### src/rtl/mod_mul_seq.sv
// Sequential modular multiplier: (a*b) mod q using MSB-first double-and-add,
// one bit of b per cycle. Single job in flight with valid/ready on both sides.
`ifndef DATA_SIZE_ARB
`define DATA_SIZE_ARB 16
`endif

module mod_mul_seq #(
  parameter int DW = `DATA_SIZE_ARB,
  parameter int TW = 8
) (
  input  logic          clk,
  input  logic          reset,
  input  logic [DW-1:0] q,
  input  logic [DW-1:0] a,
  input  logic [DW-1:0] b,
  input  logic [TW-1:0] tag_in,
  input  logic          in_valid,
  output logic          in_ready,
  output logic [DW-1:0] out,
  output logic [TW-1:0] tag_out,
  output logic          out_valid,
  input  logic          out_ready
);

  localparam int CW = (DW > 1) ? $clog2(DW) : 1;

  typedef enum logic [1:0] {
    IDLE,
    CALC,
    DONE
  } state_t;

  state_t        state, state_nx;
  logic [DW-1:0] a_q, b_q, acc_q;
  logic [TW-1:0] tag_q;
  logic [CW-1:0] cnt_q;

  logic [DW:0]   q_ext, t_dbl, t_red, u_sum;
  logic [DW-1:0] u_red, acc_nx;

  // Double-and-add step; both sums fit in DW+1 bits while acc, a < q.
  always_comb begin
    q_ext  = {1'b0, q};
    t_dbl  = {acc_q, 1'b0};
    t_red  = (t_dbl >= q_ext) ? (t_dbl - q_ext) : t_dbl;
    u_sum  = t_red + {1'b0, a_q};
    u_red  = (u_sum >= q_ext) ? DW'(u_sum - q_ext) : u_sum[DW-1:0];
    acc_nx = b_q[cnt_q] ? u_red : t_red[DW-1:0];
  end

  always_comb begin
    state_nx  = state;
    in_ready  = 1'b0;
    out_valid = 1'b0;
    unique case (state)
      IDLE: begin
        in_ready = 1'b1;
        if (in_valid) state_nx = CALC;
      end
      CALC: begin
        if (cnt_q == '0) state_nx = DONE;
      end
      DONE: begin
        out_valid = 1'b1;
        if (out_ready) state_nx = IDLE;
      end
      default: state_nx = IDLE;
    endcase
  end

  always_ff @(posedge clk or negedge reset) begin
    if (!reset) begin
      state <= IDLE;
      a_q   <= '0;
      b_q   <= '0;
      acc_q <= '0;
      tag_q <= '0;
      cnt_q <= '0;
    end else begin
      state <= state_nx;
      unique case (state)
        IDLE: begin
          if (in_valid) begin
            a_q   <= a;
            b_q   <= b;
            tag_q <= tag_in;
            acc_q <= '0;
            cnt_q <= CW'(DW - 1);
          end
        end
        CALC: begin
          acc_q <= acc_nx;
          cnt_q <= cnt_q - 1'b1;
        end
        default: ;
      endcase
    end
  end

  assign out     = acc_q;
  assign tag_out = tag_q;

endmodule
### config.mk
export PLATFORM = sky130hd
export DESIGN_NAME = mod_mul_seq
export DESIGN_NICKNAME = d
export VERILOG_FILES = /design/src/rtl/mod_mul_seq.sv
export SDC_FILE = /design/constraint.sdc
export NUM_CORES = 1
export LEC_CHECK = 0
export CAP_MARGIN = 20
export CORE_ASPECT_RATIO = 1.1
export CORE_MARGIN = 2
export CORE_UTILIZATION = 37
export CTS_CLUSTER_DIAMETER = 60
export DETAILED_ROUTE_END_ITERATION = 10
export PLACE_DENSITY = 0.67
export SLEW_MARGIN = 40
export SYNTH_ARGS = -nofsm -noshare
export SYNTH_HDL_FRONTEND = slang
export SYNTH_SLANG_ARGS = --single-unit
export TNS_END_PERCENT = 5
### constraint.sdc
create_clock -name clk -period 5.8 [get_ports clk]
set_clock_uncertainty 0.05 [all_clocks]
set_input_delay 0.58 -clock clk [delete_from_list [all_inputs] [get_ports clk]]
set_output_delay 0.58 -clock clk [all_outputs]
set_load 0.05 [all_outputs]
# Word-level counts from Yosys, hierarchy flattened
# Cells that the tools add are included.
# word_totals
ff_bits	62
input_bits	60
# op_classes
reduce_logical	6
n_eq_ne	5
magnitude_cmp	3
mux	15
n_addsub	4
# op_table
cell	count
$mux 16	3
$ge 17x16->1	2
$pmux 16 s2	1
$add 17x16->17	1
$mux 17	1
$sub 17x16->17	1
$sub 16x16->16	1
$pmux 4 s2	1
$mux 2	3
$ne 2x2->1 const B	3
$pmux 2 s3	1
$lt 4x5->1 const B	1
$bmux 1 s4	1
$logic_not 4->1	1
$mux 4	1
$reduce_and 2->1	2
$sub 4x1->4 const B	1
$mux 1	3
$reduce_and 3->1	1
$eq 2x1->1 const B	1
$eq 2x2->1 const B	1
$logic_not 2->1	1
$reduce_bool 2->1	1

# Depth between registers and ports, before layout
# Gate-level depths: netlist (run 1).
# depth
depth_word	7
mapped_depth	32
mapped_depth_nobuf	28

# Worst setup path after synthesis (run 1)
# OpenSTA, ideal clock, no wires.
# synth_path
kind	reg2reg
start	register acc_q[10], in the netlist out[10]
end	register acc_q[14], in the netlist out[14]
path_stages_with_launch	29
arrival_ns	6.571
required_ns	5.630
path_slack_ns	-0.941
synth_period_minus_slack_ns	6.741
n_path_buf	3
setup_ns	0.120
cell_sequence	dfrtp_1 -> ha_1 -> nand3_2 -> or4b_1 -> o31a_1 -> nor3b_1 -> a211o_1 -> buf_6 -> and2_4 -> buf_6 -> buf_2 -> mux2i_1 -> inv_1 -> ha_1 -> a211oi_1 -> nor2_1 -> o21a_1 -> nor2_1 -> xnor2_1 -> ha_1 -> or2_2 -> a21oi_1 -> a31oi_1 -> a311oi_1 -> o211ai_1 -> a221oi_1 -> o21ai_1 -> or3_1 -> a31o_2
# synth_via
elab_chain_len	7
elab_cells_between_ends	9
# synth_lines
item	line_no	rtl
from (decl)	34	logic [DW-1:0] a_q, b_q, acc_q;
from (signal assigned)	92	acc_q <= acc_nx;
$sub 17x16->17 / $ge 17x16->1 (equally long branches)	45	t_red = (t_dbl >= q_ext) ? (t_dbl - q_ext) : t_dbl;
$mux 17 *	45	
$add 17x16->17	46	u_sum = t_red + {1'b0, a_q};
$sub 16x16->16 / $ge 17x16->1 (equally long branches)	47	u_red = (u_sum >= q_ext) ? DW'(u_sum - q_ext) : u_sum[DW-1:0];
$mux 16	47	
$mux 16 *	48	acc_nx = b_q[cnt_q] ? u_red : t_red[DW-1:0];
$pmux 16 s2 *	81	unique case (state)
# Every way passes the cells marked *; elsewhere a longest branch is shown, timed or not.
# A chain may end at the register's enable or synchronous reset.

# Worst setup path in the final report (run 1)
# layout_path
start	register acc_q[5], in the netlist out[5]
end	register acc_q[2], in the netlist out[2]
# layout_via
elab_chain_len	7
elab_cells_between_ends	9
# layout_lines
item	line_no
$sub 17x16->17 / $ge 17x16->1 (equally long branches)	45
$mux 17 *	45
$add 17x16->17	46
$ge 17x16->1 / $sub 16x16->16 (equally long branches)	47
$mux 16	47
$mux 16 *	48
$pmux 16 s2 *	81
# Marked as above.

==> results of run 1 <==
==> registers in the layout, indices dropped and copies added (netlist names) <==
name,cells
b_q,16
state,2
a_q,16
tag_out,8
out,16
cnt_q,4
==> cell families (layout without fill, tap and decap cells) <==
| kind of cell | Yosys count | after routing | synth area share, % |
|---|---|---|---|
| flip-flops | 62 | 62 | 29.7 |
| multiplexers | 13 | 13 | 3.93 |
| buffers and inverters | 61 | 363 | 4.72 |
| adder cells (fa/ha/maj) | 52 | 52 | 12.9 |
| AO/OA/AOI/OAI | 163 | 163 | 21.4 |
| AND/OR/NAND/NOR | 249 | 249 | 21.2 |
| XOR/XNOR | 37 | 37 | 6.20 |
==> final cells by class <==
class | instances | area (um2)
fill | 1185 | 5070
multi-input combinational | 514 | 3920
timing repair buffer | 306 | 2510
sequential | 62 | 1560
clock buffer | 11 | 253
tap | 188 | 235
inverter | 41 | 156
clock inverter | 5 | 81.3
==> worst max-delay path, cell delays in order (launching register included) <==
cell and delay (ps):
dfrtp_2 430, ha_4 280, nand3_2 70, or4b_1 520, o31a_1 120, nor3b_2 160, a211o_1 310, and2_4 210
mux2_4 350, ha_4 170, or4_4 520, o22a_1 240, buf_4 140, buf_4 120, buf_4 140, xor2_2 150
ha_1 330, buf_4 130, nand3_1 90, or4_1 540, o211ai_1 130, a221oi_2 100, buf_4 150, o21ai_4 60
buf_6 140, nor3_2 30, or3_1 370
==> what timing repair did <==
action                     4_1_cts  5_1_grt
setup endpoints to repair       16       16
buffers inserted                33        6
hold buffers                     0        0
gates resized for setup         64       34
pin swaps                       42       26
==> synth_stat cells (3+ instances only) <==
| master | count | area, um2 |
|---|---|---|
| nand2_1 | 137 | 514 |
| dfrtp_1 | 62 | 1550 |
| ha_1 | 49 | 613 |
| inv_1 | 41 | 154 |
| nor2_1 | 34 | 128 |
| a21oi_1 | 31 | 155 |
| o21ai_0 | 26 | 130 |
| xnor2_1 | 26 | 228 |
| nand3_1 | 17 | 85.1 |
| nor3_1 | 16 | 80.1 |
| a21o_1 | 15 | 113 |
| clkbuf_1 | 14 | 52.6 |
| a31oi_1 | 11 | 68.8 |
| xor2_1 | 11 | 96.3 |
| a211oi_1 | 10 | 75.1 |
| nand4_1 | 10 | 62.6 |
| a22oi_1 | 9 | 67.6 |
| nor2b_1 | 8 | 50.1 |
| o21a_1 | 8 | 60.1 |
| o211ai_1 | 7 | 52.6 |
| mux2_2 | 6 | 67.6 |
| o21bai_1 | 6 | 45.0 |
| a22o_1 | 5 | 43.8 |
| and2_1 | 5 | 31.3 |
| mux4_2 | 5 | 113 |
| or3_1 | 5 | 31.3 |
| a21boi_0 | 4 | 30.0 |
| o31ai_1 | 4 | 30.0 |
| a311oi_1 | 3 | 26.3 |
| fa_1 | 3 | 60.1 |
| nand2b_1 | 3 | 18.8 |
| or4_1 | 3 | 22.5 |
==> path summary, 6_finish.rpt <==
kind	slack [ps]	endpoint	depth (start not counted)	startpoint
setup / recovery	-370	out[2]	26	out[5]
hold / removal	280	tag_out[7]	2	reset
setup reg to reg	-370	out[2]	26	out[5]
hold reg to reg	420	b_q[2]	2	b_q[2]
max in group asynchronous	4980	out[2]	2	reset
min in group clk	420	b_q[2]	2	b_q[2]
==> cells in the final DEF, fill, tap and decap left out, drive strengths merged, types with 4 or more instances in the layout <==
cell	Yosys	layout
nand4	10	10
o21bai	6	6
a21boi	4	4
and2	6	6
buf	6	225
dfrtp	62	62
xnor2	26	26
mux4	5	5
mux2	7	7
or3	5	5
o31ai	4	4
xor2	11	11
o211ai	7	7
clkbuf	14	14
nor2b	8	8
nor3	16	16
nor2	34	34
nand2	137	137
nand3	18	18
a22o	5	5
clkdlybuf4s50	0	72
a22oi	9	9
o21a	8	8
a211oi	10	10
o21ai	27	27
dlygate4sd2	0	4
a31oi	11	11
inv	41	41
ha	49	49
a21oi	32	32
a21o	15	15
==> stage by stage <==
step	TNS, ps	area [um2]	hold slack [ps]	worst slack, ps	utilization, %
CTS	-2570	8530	407	-271	61.8
detailed placement	-16520	7780	407	-1160	56.4
floorplan	-5200	5430	234	-393	-
global placement	-14490	7770	402	-1020	56.4
global route	-8790	8720	328	-654	63.2
finish	-4300	8720	284	-373	63.2
==> layer usage <==
metal	global-route usage (%)	wire length [um]
met5	0	0
met4	9.50	594
met3	3.24	838
met2	47.6	9840
met1	31.8	8220
==> results.toml, run 1 <==
[synthesis]
syn_area_mm2 = 0.00523
netlist_instances = 637
synth-async-reset-ratio_pct = 100
synth_cell_types = 62
synth-warning-count = 0
ys_ff_latch = 62
synth_fp_nets = 749
synth_flop_cell = "dfrtp_1"
seq_area_frac_synth_pct = 29.7
synth_edf_count = 0
syn_area_per_cell_um2 = 8.20

[sta]
clock.fmax_ghz = 0.162
setup_violations = 16
relSlewSlack_pct = 53.7
maxSlewViolCount = 0
setup_slack_ps = -373
finalCritPeriodShare_pct = 106
finalHoldViolations = 0
rsz0062_at_grt = "yes"
min_period_ps = 6170
worst_pin_slew_ps = 693

[grt]
grt_overflow_total = 0
grt_antenna_before_repair = 0
grt_util_all_layers_pct = 26.1
grt_pass1_vias = 6153
grt_max_degree = 63
grt_pass1_wl_um = 31200

[worst_setup_path]
critPathKind = "reg -> reg"
crit_fanout = 8
critPathArrivalTime_ps = 6330
start_kind = "flip-flop"
critPathRequiredTime_ps = 5960
endpoint_kind = "flip-flop"

[route]
drt_iter0_markers = 390
drc = 0
first_pass_iters = 7
vias = 5877
drt-wirelength-per-cell_um = 17.3
finalWirelength_um = 19500
ant_nets = 0
drt-vias-per-instance = 5.21

[die]
coreArea_mm2 = 0.0138
core.rowCount = 45
die_x_um = 117
start_util_pct = 37.9
dieArea_mm2 = 0.0151
die_h_um = 129
io_pins = 86

[clock_network]
cts_tree = "built"
path_clk_slew_ps = 60
clk_latency_ps = 340
clock_sinks = 62
htree_levels = 3
cts_made_buffers = 9
root_buffer = "clkbuf_16"
clockBufferDepth = 2

[run_status]
outcome = "finished with violations"
violations = "negative setup slack"

[placement]
dpl.hpwl_um = 15200
port_buffers = 85
dp_cells = 1072
gp_congestion = 0.968

[layout]
antennaDiodeCount = 0
area_growth_syn_to_layout_pct = 66.9
finalNonFillerCells = 1127
num-nets-final = 1046
drive_above_1_share_pct = 36.4

[run]
maxCapViolCount = 0

[min_path]
hp-class = "in -> async"
Power of run 1 is not shown: default switching activity piles up to over one toggle a cycle in this logic, so the estimate is an artifact.
==> run 2: changes to the inputs <==
Clock period 5.8 ns to 5.21 ns, I/O delays scaled along.
==> run 2 against run 1 <==
Maximum frequency shrank 0.89%. Sequential cell count unchanged. Count of clock-buffer cells in the layout is 1 lower. First-iteration DRC count increased by 0.77%. Design area shrank 2.9%. Global-route usage down 0.60 points. Sequential share of layout area rose by 0.53 points. Die area stayed put. Critical path type unchanged. The run still ends with negative setup slack left. Critical path depth down 2. Non-clock buffer count is 20 lower. Final cell count down 1.9%.
==> results.toml, run 2 (synthesis gave the netlist of run 1 again) <==
[clock_network]
cts_tree = "built"
cts_hold_buf = 0
clk_latency_ps = 330
root_buffer = "clkbuf_16"
cts_made_buffers = 9
htree_levels = 3
clock_sinks = 62
clockBufferDepth = 2
path_clk_slew_ps = 50

[worst_setup_path]
critPathArrivalTime_ps = 6400
cp_num_buf_inv = 1
crit_chain = "ha_4 -> nand3_4 -> or4b_1 -> o31a_1 -> nor3b_4 -> a211o_1 -> and2_4 -> mux2_4 -> ha_4 -> or4_4 -> o22a_1 -> a221oi_2 -> xnor2_1 -> ha_1 -> a21o_1 -> a21oi_1 -> nor2_1 -> nor2_1 -> o211ai_1 -> a221oi_2 -> buf_4 -> o21ai_4 -> or3_1 -> a31o_2"
crit_fanout = 5
r2r-start = "out[9]"
reg2reg_to = "out[14]"
critPathRequiredTime_ps = 5380
ff2ff_setup_slack_ps = -1020
cp_top_family = "compound AO/OA/AOI/OAI gates"
startpoint = "out[9]"
critPathCapture = "out[14]"
r2r_cells = 24
cp_slowest_cell = "or4_4"
path_depth = 24
endpoint_kind = "flip-flop"
critPathKind = "reg -> reg"
start_kind = "flip-flop"
crit_path_max_incr_delay_ps = 530

[min_path]
hp-class = "in -> async"

[route]
ant_nets = 0
drt-vias-per-instance = 5.20
drt-wirelength-per-cell_um = 16.8
drt_iter0_markers = 393
finalWirelength_um = 18600
drc = 0
first_pass_iters = 5
vias = 5746

[layout]
final_cell_mix = "buf_4, nand2_1, clkdlybuf4s50_1, dfrtp_1, ha_1"
area_growth_syn_to_layout_pct = 62.1
seqCellArea_mm2 = 0.00156
final_area_mm2 = 0.00847
final_common_cell = "buf_4"
multi_input_comb_area_mm2 = 0.00384
drive_above_1_share_pct = 33.7
antennaDiodeCount = 0
num-nets-final = 1027
fill_cells = 1218

[sta]
worst_pin_slew_ps = 705
relSlewSlack_pct = 52.9
rsz0062_at_grt = "yes"
finalCritPeriodShare_pct = 120
setup_slack_ps = -1020
setup_violations = 16
maxSlewViolCount = 0
finalHoldViolations = 0
hold_slack_ps = 225
clock.fmax_ghz = 0.161
min_period_ps = 6230

[placement]
place_area_mm2 = 0.00782
dpl.hpwl_um = 14900
gp_congestion = 0.990
port_buffers = 85

[die]
core.rowCount = 45
io_pins = 86
dieArea_mm2 = 0.0151
die_x_um = 117
die_h_um = 129
coreArea_mm2 = 0.0138
start_util_pct = 37.9

[grt]
grt_pass1_vias = 6120
grt_util_all_layers_pct = 25.5
grt_overflow_total = 0
grt_max_degree = 63
grt_pass1_wl_um = 30400
grt_antenna_before_repair = 0

[run_status]
violations = "negative setup slack"
outcome = "finished with violations"

[run]
maxCapViolCount = 0
-- run 2: per-layer routing --
metal  vias up  GRT usage, %  routed length (um)  part of all wire [%]
li1       2824             -                   -                     -
met1      2723          30.6                7980                    43
met2       155          45.2                9150                    49
met3        44          4.57                 849                   4.6
met4         0          11.2                 631                   3.4
met5         -             0                   0                     0
-- run 2: final cells by class --
cell class              instances  share of cell area, %
well taps                     188                   2.78
inverters                      41                   1.82
clock buffers                  10                   2.82
repair buffers                286                   27.9
multi-input cells             515                   45.4
flip-flops and latches         62                   18.4
clock inverters                 4                  0.857
-- run 2: worst min path at each step --
stage | start | endpoint | slack [ps] | cells after the start
after global placement | b_q[6] | b_q[6] | 400 | 2
after floorplan | reset | a_q[0] | 180 | 0
after CTS | reset | tag_out[7] | 340 | 2
final | reset | tag_out[7] | 230 | 2
after global routing | reset | b_q[13] | 270 | 2
after detailed placement | b_q[11] | b_q[11] | 410 | 2
-- run 2: through the flow --
stage / setup TNS [ps] / setup slack [ps] / util [%] / std cells
finish: -13590 / -1020 / 61.4 / 1106
global route: -18590 / -1300 / 61.4 / 1106
CTS: -12670 / -895 / 60.9 / 1103
detailed placement: -26860 / -1790 / 56.7 / 1078
global placement: -24660 / -1640 / 56.7 / 1078
floorplan: -14050 / -946 / - / 637
-- run 2: timing repair --
item                                    CTS  global route
endpoints found under the setup margin   16            16
gates resized for setup                  60            17
cloned                                    1             0
pin swaps                                41            26
setup buffers                            10             3
Power of run 2 is left out for the same reason.
